$ cat src/rtl/instruction_decode_pkg.sv
// Shared types for the decode stage: opcodes, FSM states, ID/EX buffer layout
// and instruction field positions.
package instruction_decode_pkg;

    localparam int DATA_WIDTH = 32;
    localparam int PC_WIDTH   = 24;
    localparam int REG_AW     = 4;
    localparam int INSTR_W    = 32;
    localparam int IF_WIDTH   = INSTR_W + PC_WIDTH;

    localparam int OP_MSB  = 31;
    localparam int OP_LSB  = 28;
    localparam int RD_MSB  = 27;
    localparam int RD_LSB  = 24;
    localparam int RS1_MSB = 23;
    localparam int RS1_LSB = 20;
    localparam int RS2_MSB = 19;
    localparam int RS2_LSB = 16;

    typedef enum logic [3:0] {
        OP_NOP   = 4'd0,
        OP_ALU   = 4'd1,
        OP_ALUI  = 4'd2,
        OP_LOAD  = 4'd3,
        OP_STORE = 4'd4,
        OP_BEQ   = 4'd5,
        OP_BNE   = 4'd6,
        OP_JMP   = 4'd7,
        OP_HALT  = 4'd8
    } opcode_e;

    typedef enum logic [1:0] {
        ST_RUN   = 2'd0,
        ST_FLUSH = 2'd1,
        ST_HALT  = 2'd2
    } id_state_e;

    typedef struct packed {
        logic                  valid;
        opcode_e               op;
        logic [3:0]            funct;
        logic [REG_AW-1:0]     rd;
        logic [DATA_WIDTH-1:0] a;
        logic [DATA_WIDTH-1:0] b;
        logic [DATA_WIDTH-1:0] imm;
        logic [PC_WIDTH-1:0]   pc;
    } idex_t;

    // Undefined opcodes 9-F behave exactly like NOP.
    function automatic opcode_e decode_op(input logic [3:0] raw);
        return (raw > 4'd8) ? OP_NOP : opcode_e'(raw);
    endfunction

endpackage

$ cat src/rtl/instruction_decode_if.sv
// Decode-stage bus: IF/ID input, register file read port, fetch control and ID/EX output.
interface instruction_decode_if;
    import instruction_decode_pkg::*;

    logic [IF_WIDTH-1:0]   ifBuffer;
    logic [REG_AW-1:0]     rs1Addr;
    logic [REG_AW-1:0]     rs2Addr;
    logic [DATA_WIDTH-1:0] rs1Data;
    logic [DATA_WIDTH-1:0] rs2Data;
    logic                  fetchEn;
    logic                  branchFlag;
    logic [DATA_WIDTH-1:0] branchAddr;
    idex_t                 idexBuffer;

    modport slave (
        input  ifBuffer, rs1Data, rs2Data,
        output rs1Addr, rs2Addr, fetchEn, branchFlag, branchAddr, idexBuffer
    );

    modport master (
        output ifBuffer, rs1Data, rs2Data,
        input  rs1Addr, rs2Addr, fetchEn, branchFlag, branchAddr, idexBuffer
    );

endinterface

$ cat src/rtl/instruction_decode_hazard.sv
// Combinational stall detection: load-use and producer-to-branch-compare dependencies
// against the instruction currently held in ID/EX.
module instruction_decode_hazard
    import instruction_decode_pkg::*;
(
    input  opcode_e           cur_op,
    input  logic [REG_AW-1:0] cur_rs1,
    input  logic [REG_AW-1:0] cur_rs2,
    input  logic              idex_valid,
    input  opcode_e           idex_op,
    input  logic [REG_AW-1:0] idex_rd,
    output logic              stall
);
    logic use_rs1;
    logic use_rs2;
    logic rs1_hit;
    logic rs2_hit;
    logic cur_branch;
    logic load_use;
    logic branch_use;

    always_comb begin
        use_rs1 = 1'b0;
        use_rs2 = 1'b0;
        case (cur_op)
            OP_ALU, OP_BEQ, OP_BNE, OP_STORE: begin
                use_rs1 = 1'b1;
                use_rs2 = 1'b1;
            end
            OP_ALUI, OP_LOAD: use_rs1 = 1'b1;
            default: ;
        endcase

        cur_branch = (cur_op == OP_BEQ) || (cur_op == OP_BNE);
        rs1_hit    = (cur_rs1 == idex_rd);
        rs2_hit    = (cur_rs2 == idex_rd);

        load_use   = (idex_op == OP_LOAD) &&
                     ((use_rs1 && rs1_hit) || (use_rs2 && rs2_hit));
        // Branch compare happens in decode, so any in-flight result is too late for it.
        branch_use = ((idex_op == OP_ALU) || (idex_op == OP_ALUI) || (idex_op == OP_LOAD)) &&
                     cur_branch && (rs1_hit || rs2_hit);

        stall      = idex_valid && (idex_rd != '0) && (load_use || branch_use);
    end

endmodule

$ cat src/rtl/instruction_decode.sv
// Decode stage: operand read, branch resolution, hazard stall, wrong-path squash and
// the ID/EX pipeline register.
module instruction_decode
    import instruction_decode_pkg::*;
(
    input  logic                clk,
    input  logic                rst,
    instruction_decode_if.slave id_bus
);
    logic [INSTR_W-1:0]    instr;
    logic [PC_WIDTH-1:0]   pc;
    opcode_e               op;
    logic [DATA_WIDTH-1:0] imm;
    logic [PC_WIDTH-1:0]   target;
    logic                  operands_eq;
    logic                  taken;
    logic                  is_branch;
    logic                  stall;
    idex_t                 decoded;

    id_state_e             state_q;
    id_state_e             state_d;
    idex_t                 idex_q;
    idex_t                 idex_d;

    logic                  fetch_en;
    logic                  branch_flag;
    logic [DATA_WIDTH-1:0] branch_addr;

    assign instr = id_bus.ifBuffer[IF_WIDTH-1 -: INSTR_W];
    assign pc    = id_bus.ifBuffer[PC_WIDTH-1:0];
    assign op    = decode_op(instr[OP_MSB:OP_LSB]);

    assign id_bus.rs1Addr = instr[RS1_MSB:RS1_LSB];
    assign id_bus.rs2Addr = instr[RS2_MSB:RS2_LSB];

    always_comb begin
        if (op == OP_JMP) begin
            imm    = {8'b0, instr[23:0]};
            target = instr[23:0];
        end else begin
            imm    = {{16{instr[15]}}, instr[15:0]};
            target = pc + {{8{instr[15]}}, instr[15:0]};
        end

        operands_eq = (id_bus.rs1Data == id_bus.rs2Data);
        is_branch   = (op == OP_BEQ) || (op == OP_BNE) || (op == OP_JMP);
        taken       = (op == OP_JMP) ||
                      ((op == OP_BEQ) && operands_eq) ||
                      ((op == OP_BNE) && !operands_eq);

        decoded       = '0;
        decoded.valid = 1'b1;
        decoded.op    = op;
        decoded.funct = instr[3:0];
        decoded.rd    = instr[RD_MSB:RD_LSB];
        decoded.a     = id_bus.rs1Data;
        decoded.b     = id_bus.rs2Data;
        decoded.imm   = imm;
        decoded.pc    = pc;
    end

    instruction_decode_hazard u_hazard (
        .cur_op     (op),
        .cur_rs1    (instr[RS1_MSB:RS1_LSB]),
        .cur_rs2    (instr[RS2_MSB:RS2_LSB]),
        .idex_valid (idex_q.valid),
        .idex_op    (idex_q.op),
        .idex_rd    (idex_q.rd),
        .stall      (stall)
    );

    always_ff @(posedge clk or negedge rst) begin
        if (!rst) begin
            state_q <= ST_RUN;
            idex_q  <= '0;
        end else begin
            state_q <= state_d;
            idex_q  <= idex_d;
        end
    end

    always_comb begin
        state_d = state_q;
        case (state_q)
            ST_RUN: begin
                if (stall)
                    state_d = ST_RUN;
                else if (op == OP_HALT)
                    state_d = ST_HALT;
                else if (taken)
                    state_d = ST_FLUSH;
            end
            ST_FLUSH: state_d = ST_RUN;
            ST_HALT:  state_d = ST_HALT;
            default:  state_d = ST_RUN;
        endcase
    end

    // Everything not explicitly issued below leaves ID/EX as an all-zero bubble.
    always_comb begin
        fetch_en    = 1'b1;
        branch_flag = 1'b0;
        branch_addr = '0;
        idex_d      = '0;
        if (rst) begin
            case (state_q)
                ST_RUN: begin
                    if (stall) begin
                        fetch_en = 1'b0;
                    end else if (op == OP_HALT) begin
                        idex_d = '0;
                    end else if (taken) begin
                        branch_flag = 1'b1;
                        branch_addr = {8'b0, target};
                    end else if (!is_branch) begin
                        idex_d = decoded;
                    end
                end
                ST_HALT:  fetch_en = 1'b0;
                default:  ;
            endcase
        end
    end

    assign id_bus.fetchEn    = fetch_en;
    assign id_bus.branchFlag = branch_flag;
    assign id_bus.branchAddr = branch_addr;
    assign id_bus.idexBuffer = idex_q;

endmodule
$ cat src/flat_wrapper.sv
// flat-port wrapper written by rule: the top's interface ports become plain ports
module instruction_decode_flat import instruction_decode_pkg::*;
  (clk, rst, id_bus_ifBuffer, id_bus_rs1Data, id_bus_rs2Data, id_bus_rs1Addr, id_bus_rs2Addr, id_bus_fetchEn, id_bus_branchFlag, id_bus_branchAddr, id_bus_idexBuffer);
  instruction_decode_if id_bus_i ();
  input  logic clk;
  input  logic rst;
  input wire logic [$bits(id_bus_i.ifBuffer)-1:0] id_bus_ifBuffer;
  input wire logic [$bits(id_bus_i.rs1Data)-1:0] id_bus_rs1Data;
  input wire logic [$bits(id_bus_i.rs2Data)-1:0] id_bus_rs2Data;
  output wire logic [$bits(id_bus_i.rs1Addr)-1:0] id_bus_rs1Addr;
  output wire logic [$bits(id_bus_i.rs2Addr)-1:0] id_bus_rs2Addr;
  output wire logic [$bits(id_bus_i.fetchEn)-1:0] id_bus_fetchEn;
  output wire logic [$bits(id_bus_i.branchFlag)-1:0] id_bus_branchFlag;
  output wire logic [$bits(id_bus_i.branchAddr)-1:0] id_bus_branchAddr;
  output wire logic [$bits(id_bus_i.idexBuffer)-1:0] id_bus_idexBuffer;
  assign id_bus_i.ifBuffer = id_bus_ifBuffer;
  assign id_bus_i.rs1Data = id_bus_rs1Data;
  assign id_bus_i.rs2Data = id_bus_rs2Data;
  assign id_bus_rs1Addr = id_bus_i.rs1Addr;
  assign id_bus_rs2Addr = id_bus_i.rs2Addr;
  assign id_bus_fetchEn = id_bus_i.fetchEn;
  assign id_bus_branchFlag = id_bus_i.branchFlag;
  assign id_bus_branchAddr = id_bus_i.branchAddr;
  assign id_bus_idexBuffer = id_bus_i.idexBuffer;
  instruction_decode u_core (.clk(clk), .rst(rst), .id_bus(id_bus_i));
endmodule
$ cat config.mk
export PLATFORM = sky130hd
export DESIGN_NAME = instruction_decode_flat
export DESIGN_NICKNAME = d
export VERILOG_FILES = /design/src/rtl/instruction_decode_pkg.sv /design/src/rtl/instruction_decode_if.sv /design/src/rtl/instruction_decode_hazard.sv /design/src/rtl/instruction_decode.sv /design/src/flat_wrapper.sv
export SDC_FILE = /design/constraint.sdc
export NUM_CORES = 1
export LEC_CHECK = 0
export ABC_AREA = 1
export BUFFER_PORTS_ARGS = -buffer_cell sky130_fd_sc_hd__clkbuf_2
export CAP_MARGIN = 20
export CORE_UTILIZATION = 40
export DETAILED_ROUTE_END_ITERATION = 12
export PLACE_DENSITY = 0.78
export SETUP_SLACK_MARGIN = 0.3
export SYNTH_ARGS = -nofsm -noshare
export SYNTH_HDL_FRONTEND = slang
export SYNTH_SLANG_ARGS = --single-unit
export TNS_END_PERCENT = 100
$ cat constraint.sdc
create_clock -name clk -period 2.6 [get_ports clk]
set_input_delay 0.39 -clock clk [delete_from_list [all_inputs] [get_ports clk]]
set_output_delay 0.39 -clock clk [all_outputs]
set_load 0.005 [all_outputs]
---- Yosys cells after proc, flatten, opt, wreduce, memory -nomap -nowiden ----
Index checks and enable logic that the tools add are counted.
word-level totals
  bits in registers ....................... 135
  input port bits ......................... 122
  output and inout port bits .............. 175
  logic and storage cells ................. 78
cells by class
  add/sub/neg operators ................... 1
  $lt $le $gt $ge ......................... 1
  equal/unequal tests ..................... 16
  multiplexer cells ....................... 28
  reduce and logical (&&, ||, !) cells .... 23
operators by type and width
  cell                                                    number
  two-way mux 133 bit                                     6
  two-way mux 32 bit                                      5
  two-way mux 24 bit                                      2
  == test 32 bit                                          1
  adder 24 bit                                            1
  == test 4 x 2 -> 1 bit (second input constant)          4
  == test 4 x 3 -> 1 bit (second input constant)          4
  logical AND 1 bit                                       9
  logical OR 1 bit                                        9
  two-way mux 1 bit                                       9
  == test 4 x 1 -> 1 bit (second input constant)          2
  == test 4 bit                                           2
  two-way mux 2 bit                                       3
  OR reduction 6 bit                                      1
  == test 4 bit (second input constant)                   1
  > comparator 4 bit (second input constant)              1
  two-way mux 4 bit                                       1
  inequality test 4 x 1 -> 1 bit (second input constant)  1
  one-hot mux 2 bit (2 select lines)                      1
  nonzero test 4 bit                                      1
  OR reduction 4 bit                                      1
  == test 2 bit (second input constant)                   1
  logical NOT 2 bit                                       1
  one-hot mux 1 bit (2 select lines)                      1
  logical NOT 1 bit                                       1

---- Longest topological paths before layout ----
Gate-level depths: netlist (run 1).
  depth after elaboration ................. 13
  mapped depth ............................ 14
  mapped depth without buffers ............ 14

---- By module ----
From an unflattened synthesis (run 1), not the netlist that was laid out.
second synthesis, totals
  cells, all modules ...................... 983
  area, all modules ....................... 7161.9 um^2
modules (own cells, without submodules)
  module                     instances  cells an instance  area an instance (um^2)  seq. area each (um^2)
  instruction_decode         1          915                6885.4                   3103.0
  instruction_decode_hazard  1          68                 276.5                    0.0

---- Worst setup path after synthesis (run 1) ----
OpenSTA, ideal clock, no wires.
  path kind ............................... input-to-output
  from .................................... in id_bus_ifBuffer[0]
  to ...................................... out id_bus_branchAddr[16]
  data arrival time ....................... 1808 ps
  data required time ...................... 2210 ps
  path slack .............................. 402 ps
  stages .................................. 13
  cell sequence ........................... ha_1 fa_1 nand2_1 nand3_1 nand2_1 o21ai_1 nand2_1 nand2_1 nand2_1 nand2_1 nand2_1 nand2_1 nor2_1
on the way
  cells in the longest elaborated chain, start to end .. 7
ends and longest elaborated chain
  element             line                       RTL
  start: declaration  flat_wrapper.sv:7          input wire logic [$bits(id_bus_i.ifBuffer)-1:0] id_bus_ifBuffer;
  adder 24 bit        instruction_decode.sv:43   target = pc + {{8{instr[15]}}, instr[15:0]};
  two-way mux 24 bit  instruction_decode.sv:38   if (op == OP_JMP) begin
  two-way mux 24 bit  instruction_decode.sv:113  end else if (taken) begin
  two-way mux 32 bit  instruction_decode.sv:111  end else if (op == OP_HALT) begin
  two-way mux 32 bit  instruction_decode.sv:109  if (stall) begin
  two-way mux 32 bit  instruction_decode.sv:107  case (state_q)
  two-way mux 32 bit  instruction_decode.sv:106  if (rst) begin
  end: declaration    flat_wrapper.sv:14         output wire logic [$bits(id_bus_i.branchAddr)-1:0] id_bus_branchAddr;
Every way passes these cells.

---- Worst setup path in the final report (run 1) ----
  from .................................... in id_bus_ifBuffer[24]
  to ...................................... out id_bus_branchAddr[2]
Same word-level chain as after synthesis.

==> results of run 1 <==
==> where the power goes <==
group | internal, uW | switching (uW)
logic | 727 | 1060
registers | 2170 | 86.1
clock network | 1470 | 1060
==> repair_timing <==
action                     in CTS  in global routing
pin swaps                      27                 23
gates cloned                    3                  0
setup buffers                  14                  4
resized for setup              99                 63
setup endpoints to repair      25                 25
==> synthesized netlist by cell type (all sizes together) <==
cell type	number
a21o	1
a21oi	21
a31o	2
a31oi	3
buf	44
clkbuf	3
clkinv	1
conb	1
dfrtp	124
fa	1
ha	23
inv	185
nand2	242
nand3	36
nand3b	2
nand4	13
nor2	210
nor3	7
o211ai	1
o21ai	28
o21bai	2
o22ai	1
or2	1
xnor2	20
xor2	6
==> flip-flops by register name (all words and copies together), names as in the netlist <==
register,flops
u_core.state_q,2
u_core.id_bus.idexBuffer,122
==> worst max-delay path: stages <==
cell      delay (ns)
clkbuf_8        0.12
ha_4            0.16
fa_2            0.36
nand2_2         0.10
buf_4           0.10
buf_4           0.09
buf_4           0.09
buf_4           0.09
buf_4           0.08
buf_4           0.08
a31oi_1         0.07
nor2_2          0.13
clkbuf_2        0.11
==> worst max-delay path by stage <==
stage	from	depth (start not counted)	slack [ns]	to
after floorplan	id_bus_ifBuffer[0]	13	0.40	id_bus_branchAddr[16]
after global placement	id_bus_ifBuffer[0]	15	0.03	id_bus_branchAddr[16]
after detailed placement	id_bus_ifBuffer[0]	15	0.01	id_bus_branchAddr[16]
after CTS	u_core.id_bus.idexBuffer[122]	11	0.21	id_bus_branchAddr[16]
after global routing	u_core.id_bus.idexBuffer[120]	12	0.13	id_bus_branchAddr[16]
final	id_bus_ifBuffer[24]	13	0.22	id_bus_branchAddr[2]
==> kinds of logic after synthesis <==
| logic type | after synthesis | synth area share [%] |
|---|---|---|
| AOI/OAI and AO/OA | 59 | 4.48 |
| xor gates and xnor gates | 26 | 3.21 |
| adders and majority gates | 24 | 4.34 |
| buffers and inverters | 233 | 15.2 |
| DFF | 124 | 43.7 |
| other | 1 | 0.0528 |
| and+or+nand+nor | 511 | 29.0 |
==> cell type report <==
| cell class | instances | area share [%] |
|---|---|---|
| clock buffers | 17 | 4.17 |
| flip-flops and latches | 124 | 30.4 |
| well taps | 225 | 2.76 |
| repair buffers | 331 | 18.2 |
| clock inverters | 15 | 1.95 |
| multi-input cells | 632 | 35.6 |
| inverters | 186 | 6.89 |
==> through the flow <==
step	util, %	cells	setup WS, ns	hold slack [ns]	cell area (sq um)
6_report	59.0	1530	0.224	0.101	10200
5_1_grt	59.0	1530	0.134	0.154	10200
4_1_cts	57.8	1526	0.213	0.140	10000
3_5_place_dp	50.3	1477	0.00965	0.462	8690
3_3_place_gp	50.3	1477	0.0267	0.439	8690
2_1_floorplan	-	986	0.402	0.0944	7130
==> per-layer routing <==
metal  routed length [um]  GRT usage, %  part of all wire [%]
met3                 1690          6.92                   7.5
met2                11400          43.2                    51
met1                 8760          27.6                    39
met4                  535          10.3                   2.4
met5                    0             0                     0
==> metrics.txt, run 1 <==
Initial Util 41.0%; mean post-synth cell area 7.26 sq um; Overflow after GRT 0; CTS tree yes; Reg clk slew, reported paths 0.06 ns; max_slew headroom 56.6%; Routed WL per cell 14.6 um; Fin Setup TNS 0 ns; HP Class in -> async; worst-margin pin slew 0.652 ns; DR vias/cell 4.69; DRC 0; Leak 0.00603 uW; antenna violations before repair 0; post-synthesis cell count 978; Yosys warnings 0; clock sinks 124; post-route minimum period 2.38 ns; fmax 421 MHz; Die Area 18,300 sq um; ranking of synthesized cells by area dfrtp_1, nand2_1, nor2_1, inv_1, ha_1; most common cell after layout, fill and taps aside clkbuf_2; RR Endpoint u_core.id_bus.idexBuffer[19]; Worst Skew 0.0124 ns; io pins 297; Multi-input gate area 3630 sq um; setup violators final 0; DR iter-0 viols 396; detailed placement HPWL 16.5 mm; crit path kind in -> out; post-route ant nets 0; Worst setup EP type output port; flop-to-flop setup slack 0.63 ns; die height 135 um; Port Buf Inserts 288; Sequential Area 3100 sq um; Slew Limit Fails 0; via count 7,173; vias in the first global route 6,880; commonest cells after routing, fill and taps aside clkbuf_2, nand2_1, nor2_1, inv_1, dfrtp_1; Pwr Density 645 nW/um^2; R2R Path Start u_core.id_bus.idexBuffer[128]; Worst Setup Start Kind primary input; share of cells above drive strength 1 38.4%; unrepaired setup endpoints after global routing true; Synth top area share 43.7%; Synth Register Bits 124; Netlist cell types 35; DR pass1 iterations 4; run status complete, no violations; pin count of the biggest net entering global routing 125; crit path DAT 1.99 ns; Rows 48; global-route wire length before repair 33.9 mm; GRT Resource Usage Total 24.5%; Root Driver clkbuf_16; Clock Latency Late Sink 0.43 ns; hold buffers post-CTS 0; area delta synth->final 43.8%; H-tree levels 4; core area 17,300 sq um; post-synthesis sequential area ratio 43.7%; maximum fanout count along the critical path 3; # fillers 1,581; ANT cells 0; cts bufs inserted 17; Final Hold Fails 0; total power 6580 uW; reg2reg path depth 10; # Max-Cap Violations 0; WL final 22.4 mm; Die Span X 135 um; Placer Congestion 0.974; nets 1,438; period utilisation layout 91.4%; Peak supply drop 0.000444 V; Req. time, crit path 2.21 ns; Post-Syn Area 7100 sq um; area leader, netlist dfrtp_1; clock buffer depth 2
Note: power is estimated with default switching activity, not from simulation.
==> inputs of run 2 (changes only) <==
--- a/config.mk
+++ b/config.mk
@@ -10,7 +10,7 @@
 export CAP_MARGIN = 20
 export CORE_UTILIZATION = 40
 export DETAILED_ROUTE_END_ITERATION = 12
-export PLACE_DENSITY = 0.78
+export PLACE_DENSITY = 0.8
 export SETUP_SLACK_MARGIN = 0.3
 export SYNTH_ARGS = -nofsm -noshare
 export SYNTH_HDL_FRONTEND = slang
==> constraint.sdc (replaced) <==
create_clock -name clk -period 2.15 [get_ports clk]
set_input_delay 0.3225 -clock clk [delete_from_list [all_inputs] [get_ports clk]]
set_output_delay 0.3225 -clock clk [all_outputs]
set_load 0.005 [all_outputs]
==> run 2 against run 1 <==
  * The run now ends with negative setup slack left
  * Global-route usage rose by 1.4 points
  * Sequential share of layout area decreased by 3.2 points
  * First-iteration DRC count is 13% higher
  * Clock skew down 0.0013 ns
  * Combinational power is 78% higher
==> metrics.txt, run 2 (synthesis results as in run 1) <==
WL final 26.0 mm (+16%); HP Class in -> async; # Max-Cap Violations 0 (unchanged); met1 Use GR 29.9% (+2.2 points); Final Hold Fails 0 (unchanged); met3 Track Usage GR 6.29% (-0.64 points); Port Buf Inserts 288 (unchanged); worst-margin pin slew 0.667 ns (+0.0151 ns); fmax 433 MHz; post-route minimum period 2.31 ns; placed inst area 9080 sq um (+4.5%); pin count of the biggest net entering global routing 125 (unchanged); Worst Setup Start Kind primary input; Req. time, crit path 1.83 ns (-0.38 ns); H-tree levels 4 (unchanged); die height 135 um (unchanged); final worst slack -0.159 ns (-0.382 ns); RR Endpoint u_core.id_bus.idexBuffer[73]; Worst Skew 0.0110 ns (-0.00131 ns); io pins 297 (unchanged); failing checks negative setup slack; Largest register FFs 122 (unchanged); Placement Setup Slack -0.237 ns (-0.247 ns); unrepaired setup endpoints after global routing true; R2R Path Start u_core.id_bus.idexBuffer[122]; Fin Setup TNS -5.19 ns (-5.19 ns); clock buffer depth 2 (unchanged); Routed WL per cell 16.3 um (+11%); Placer Congestion 0.903 (-7.3%); post-layout instance area 11,400 sq um (+12%); global-route wire length before repair 35.9 mm (+5.8%); nets 1,503 (+4.5%); Initial Util 41.0% (unchanged); most common cell after layout, fill and taps aside clkbuf_2; post-route ant nets 0 (unchanged); maximum fanout count along the critical path 3 (unchanged); share of cells above drive strength 1 47.5% (+9.1 points); # fillers 1,394 (-12%); setup violators final 94 (+94); period utilisation layout 107%; core area 17,300 sq um (unchanged); CP max stage cell fa_2; Clock Latency Late Sink 0.43 ns (about the same); Slew Limit Fails 0 (unchanged); Pwr Density 775 nW/um^2 (+20%); via count 7,613 (+6.1%); Peak supply drop 0.000616 V (+39%); hold buffers post-CTS 0 (unchanged); Root Driver clkbuf_16; DR pass1 iterations 9 (+5); Leak 0.00646 uW (+7.1%); DR iter-0 viols 449 (+13%); CTS tree yes; GRT Resource Usage Total 25.9% (+1.4 points); Die Span X 135 um (unchanged); Worst setup EP type output port; vias in the first global route 7,208 (+4.8%); cts bufs inserted 17 (unchanged); DRC 0 (unchanged); CP Cell Sequence clkbuf_2, ha_4, fa_2, buf_4, nand2_1, nand3_2, buf_4, xor2_2, o21ai_1, nor2_2, clkbuf_2; max_slew headroom 55.6% (-1.0 points); flop-to-flop setup slack -0.08 ns (-0.71 ns); reg2reg path depth 13 (+3); run status complete, but fails checks; clock sinks 124 (unchanged); Overflow after GRT 0 (unchanged); commonest cells after routing, fill and taps aside clkbuf_2, nand2_1, inv_1, dfrtp_1, nor2_2; crit path DAT 1.99 ns (about the same); Reg clk slew, reported paths 0.07 ns (about the same); area delta synth->final 61.0%; Rows 48 (unchanged); GR peak layer met2; met2 Resource Use GR 46.0% (+2.7 points); Die Area 18,300 sq um (unchanged); detailed placement HPWL 17.5 mm (+6.1%); CP max stage delay 0.37 ns (about the same); Core Util, Final 66.1% (+7.1 points); antenna violations before repair 1 (+1); crit path kind in -> out; DR vias/cell 4.77 (+1.7%)
## run 2: cell types whose count changed in the layout (fill, tap and decap cells not counted), sizes merged
cell / before / now
buf: 48 / 103
bufinv: 2 / 1
clkbuf: 300 / 310
clkinv: 2 / 4
diode: 0 / 1
inv: 195 / 194
## run 2: what timing repair did
item                                    4_1_cts  5_1_grt
pin swaps                                    75       29
gates cloned                                  3       16
endpoints found under the setup margin       26      145
buffers inserted                              7       15
gates resized for setup                     171      140
## run 2: report_power, final
group	total (uW)	internal, uW	switching [uW]	leakage (uW)
Combinational	3180	1470	1710	0.00450
Sequential	2740	2630	110	0.00168
Clock	2940	1660	1280	0.000287
Total	8860	5760	3100	0.00646
## run 2: how the worst max path moves through the flow
| stage | depth (start not counted) | from | endpoint | slack [ns] |
|---|---|---|---|---|
| floorplan | 13 | id_bus_ifBuffer[0] | id_bus_branchAddr[16] | 0.24 |
| global placement | 11 | id_bus_ifBuffer[39] | id_bus_branchAddr[22] | -0.25 |
| detailed placement | 15 | id_bus_ifBuffer[39] | id_bus_branchAddr[21] | -0.24 |
| CTS | 12 | u_core.id_bus.idexBuffer[120] | id_bus_branchAddr[16] | -0.14 |
| global route | 14 | id_bus_ifBuffer[37] | id_bus_branchAddr[20] | -0.26 |
| finish | 11 | id_bus_ifBuffer[0] | id_bus_branchAddr[6] | -0.16 |
## run 2: worst max-delay path: cells and delay by family
family / cells / cell delay [ns]
buffers and inverters: 4 / 0.55
adders and majority gates: 2 / 0.54
AOI/OAI and AO/OA: 1 / 0.16
xor gates and xnor gates: 1 / 0.13
and+or+nand+nor: 3 / 0.27
## run 2: metal layers
layer	vias up	routed length, um
li1	3668	-
met1	3544	9870
met2	340	13300
met3	61	1910
met4	0	931
met5	-	0
## run 2: layout make-up
cell class	instances	area, sq um	area share (%)
clock inverters	15	170	1.49
flip-flops and latches	124	3110	27.2
well taps	225	282	2.46
diodes	1	2.50	0.0219
clock buffers	17	425	3.72
multi-input cells	632	4040	35.3
inverters	186	711	6.22
repair buffers	396	2690	23.6
## run 2: stage by stage
step	hold WS, ns	power (uW)	std cells
2_1_floorplan	0.0269	3870	986
3_3_place_gp	0.455	4710	1522
3_5_place_dp	0.462	4760	1522
4_1_cts	0.0719	8090	1564
5_1_grt	0.0976	9250	1595
6_report	0.0475	8860	1596
==> inputs of run 3 (changes only) <==
--- a/config.mk
+++ b/config.mk
@@ -8,9 +8,11 @@
 export ABC_AREA = 1
 export BUFFER_PORTS_ARGS = -buffer_cell sky130_fd_sc_hd__clkbuf_2
 export CAP_MARGIN = 20
-export CORE_UTILIZATION = 40
+export CELL_PAD_IN_SITES_DETAIL_PLACEMENT = 1
+export CELL_PAD_IN_SITES_GLOBAL_PLACEMENT = 1
+export CORE_UTILIZATION = 30
 export DETAILED_ROUTE_END_ITERATION = 12
-export PLACE_DENSITY = 0.8
+export PLACE_DENSITY = 0.85
 export SETUP_SLACK_MARGIN = 0.3
 export SYNTH_ARGS = -nofsm -noshare
 export SYNTH_HDL_FRONTEND = slang
==> run 3 against run 2 <==
  * The run ends with negative hold slack, negative setup slack left
  * Maximum frequency down 5.3%
  * Clock skew down 0.0033 ns
  * Combinational power is 3% lower
  * Critical path depth is the same
  * Global-route usage decreased by 1.3 points
  * Via count increased by 5.4%
  * Largest cell class unchanged
  * Utilization decreased by 17 points
==> metrics.txt, run 3 (synthesis results as in run 1) <==
run status complete, but fails checks; failing checks negative hold slack, negative setup slack; share of cells above drive strength 1 44.0% (-3.5 points); DR vias/cell 4.75 (-0.38%); Core Util, Final 49.3% (-17 points); Req. time, crit path 1.83 ns (about the same); Worst Path Buf+Inv 2 (-2); # Max-Cap Violations 0 (unchanged); setup violators final 30 (-68%); antenna violations before repair 1 (unchanged); vias in the first global route 8,667 (+20%); io pins 297 (unchanged); fmax 410 MHz (-5.3%); delay-heaviest family, CP simple AND/OR/NAND/NOR gates; DR pass1 iterations 5 (-4); die height 156 um (+15%); post-route minimum period 2.44 ns (+0.129 ns); Die Span X 156 um (+15%); CTS tree yes; GRT Resource Usage Total 24.7% (-1.3 points); unrepaired setup endpoints after global routing true; clock sinks 124 (unchanged); most used cell, CP nand2_2; WP depth 11 (unchanged); Worst setup EP type output port; worst hold margin -0.0577 ns (-0.105 ns); CP max stage delay 0.46 ns (+0.09 ns); Rows 55 (+15%); CP max stage cell dfrtp_2; Routed WL per cell 19.4 um (+19%); crit path kind reg -> out; Fin Setup TNS -5.16 ns (+0.0312 ns); crit path DAT 2.12 ns (+0.13 ns); Overflow after GRT 0 (unchanged); most common cell after layout, fill and taps aside clkbuf_2; WL final 32.8 mm (+26%); flop-to-flop setup slack -0.01 ns (+0.07 ns); pin count of the biggest net entering global routing 125 (unchanged); Reg clk slew, reported paths 0.07 ns (about the same); Placer Congestion 0.919 (+1.8%); Port Buf Inserts 288 (unchanged); reg2reg path depth 14 (+1); Worst Skew 0.00773 ns (-0.00331 ns); DR iter-0 viols 337 (-25%); worst-margin pin slew 0.877 ns (+0.210 ns); DRC 0 (unchanged); global-route wire length before repair 45.0 mm (+25%); Initial Util 31.0% (-10 points); Final Hold Fails 29 (+29); max_slew headroom 41.6% (-14 points); # fillers 2,858 (+110%); cts bufs inserted 17 (unchanged); Peak supply drop 0.000445 V (-28%); clock buffer depth 2 (unchanged); via count 8,021 (+5.4%); post-route ant nets 0 (unchanged); maximum fanout count along the critical path 5 (+2); final worst slack -0.288 ns (-0.129 ns); core area 22,900 sq um (+32%); Worst Setup Start Kind register; Pwr Density 805 nW/um^2 (+3.9%); CP Cell Sequence nor2_1, nor2_1, nand4_1, nand2_2, nand2_2, nand2_2, nor2_4, buf_12, nand2_8, nor2_2, clkbuf_2; nets 1,507 (+0.27%); HP Class in -> async; Slew Limit Fails 0 (unchanged); area delta synth->final 59.3%; Placement Setup Slack -0.337 ns (-0.0996 ns); detailed placement HPWL 20.7 mm (+18%); commonest cells after routing, fill and taps aside clkbuf_2, nand2_1, inv_1, nor2_1, dfrtp_1; period utilisation layout 113% (+6.0 points); Leak 0.00654 uW (+1.2%); H-tree levels 4 (unchanged); Largest register FFs 122 (unchanged); Clock Latency Late Sink 0.42 ns (about the same); Die Area 24,300 sq um (+33%); Root Driver clkbuf_16
## run 3: what timing repair did
action / 4_1_cts / 5_1_grt
cloned: 5 / 14
hold buffers: 0 / 0
pin swaps: 21 / 25
setup buffers: 13 / 5
gates resized for setup: 124 / 90
setup endpoints to repair: 51 / 136
## run 3: final timing paths
| path | endpoint | from |
|---|---|---|
| hold reg to reg | u_core.state_q[1] | u_core.state_q[0] |
| setup / recovery | id_bus_branchAddr[8] | u_core.id_bus.idexBuffer[120] |
| hold / removal | u_core.id_bus.idexBuffer[35] | rst |
| setup reg to reg | u_core.id_bus.idexBuffer[33] | u_core.id_bus.idexBuffer[120] |
| min in group clk | u_core.id_bus.idexBuffer[120] | id_bus_ifBuffer[48] |
| max in group asynchronous | u_core.id_bus.idexBuffer[97] | rst |
## run 3: metrics by stage
step	cells	cell area, sq um	total power, uW
2_1_floorplan	986	7150	3870
3_3_place_gp	1618	9280	4760
3_5_place_dp	1618	9280	4850
4_1_cts	1668	10700	8530
5_1_grt	1688	11300	9470
6_report	1688	11300	9110
## run 3: worst reg2reg max path, cell delays in order, from the launching register on
cell and delay (ns):
dfrtp_2 0.46, nand2_1 0.09, o21ai_1 0.07, nor2_1 0.09, nand4_1 0.11, nand2_2 0.11
nand2_2 0.08, buf_4 0.13, buf_4 0.12, buf_4 0.12, nand4_1 0.08, buf_6 0.17
buf_12 0.18, clkbuf_16 0.19, nor2_4 0.04
## run 3: layer usage
layer	track usage [%]	wire length (um)
met2	48.1	17600
met4	12.7	1970
met5	0	0
met1	23.6	11300
met3	6.19	2000
## run 3: area by class of cell
class / instances / area [sq um] / area share (%)
Multi-Input combinational cell: 632 / 3730 / 33.0
Sequential cell: 124 / 3100 / 27.5
Timing Repair Buffer: 400 / 2740 / 24.2
Inverter: 186 / 706 / 6.24
Clock buffer: 18 / 439 / 3.88
Tap cell: 313 / 392 / 3.46
Clock inverter: 14 / 196 / 1.74
Antenna cell: 1 / 2.50 / 0.0221
## run 3: where the power goes
part / internal [uW] / switching (uW) / total [uW]
registers: 2630 / 120 / 2750
clock network: 1910 / 1350 / 3260
logic: 1410 / 1690 / 3100
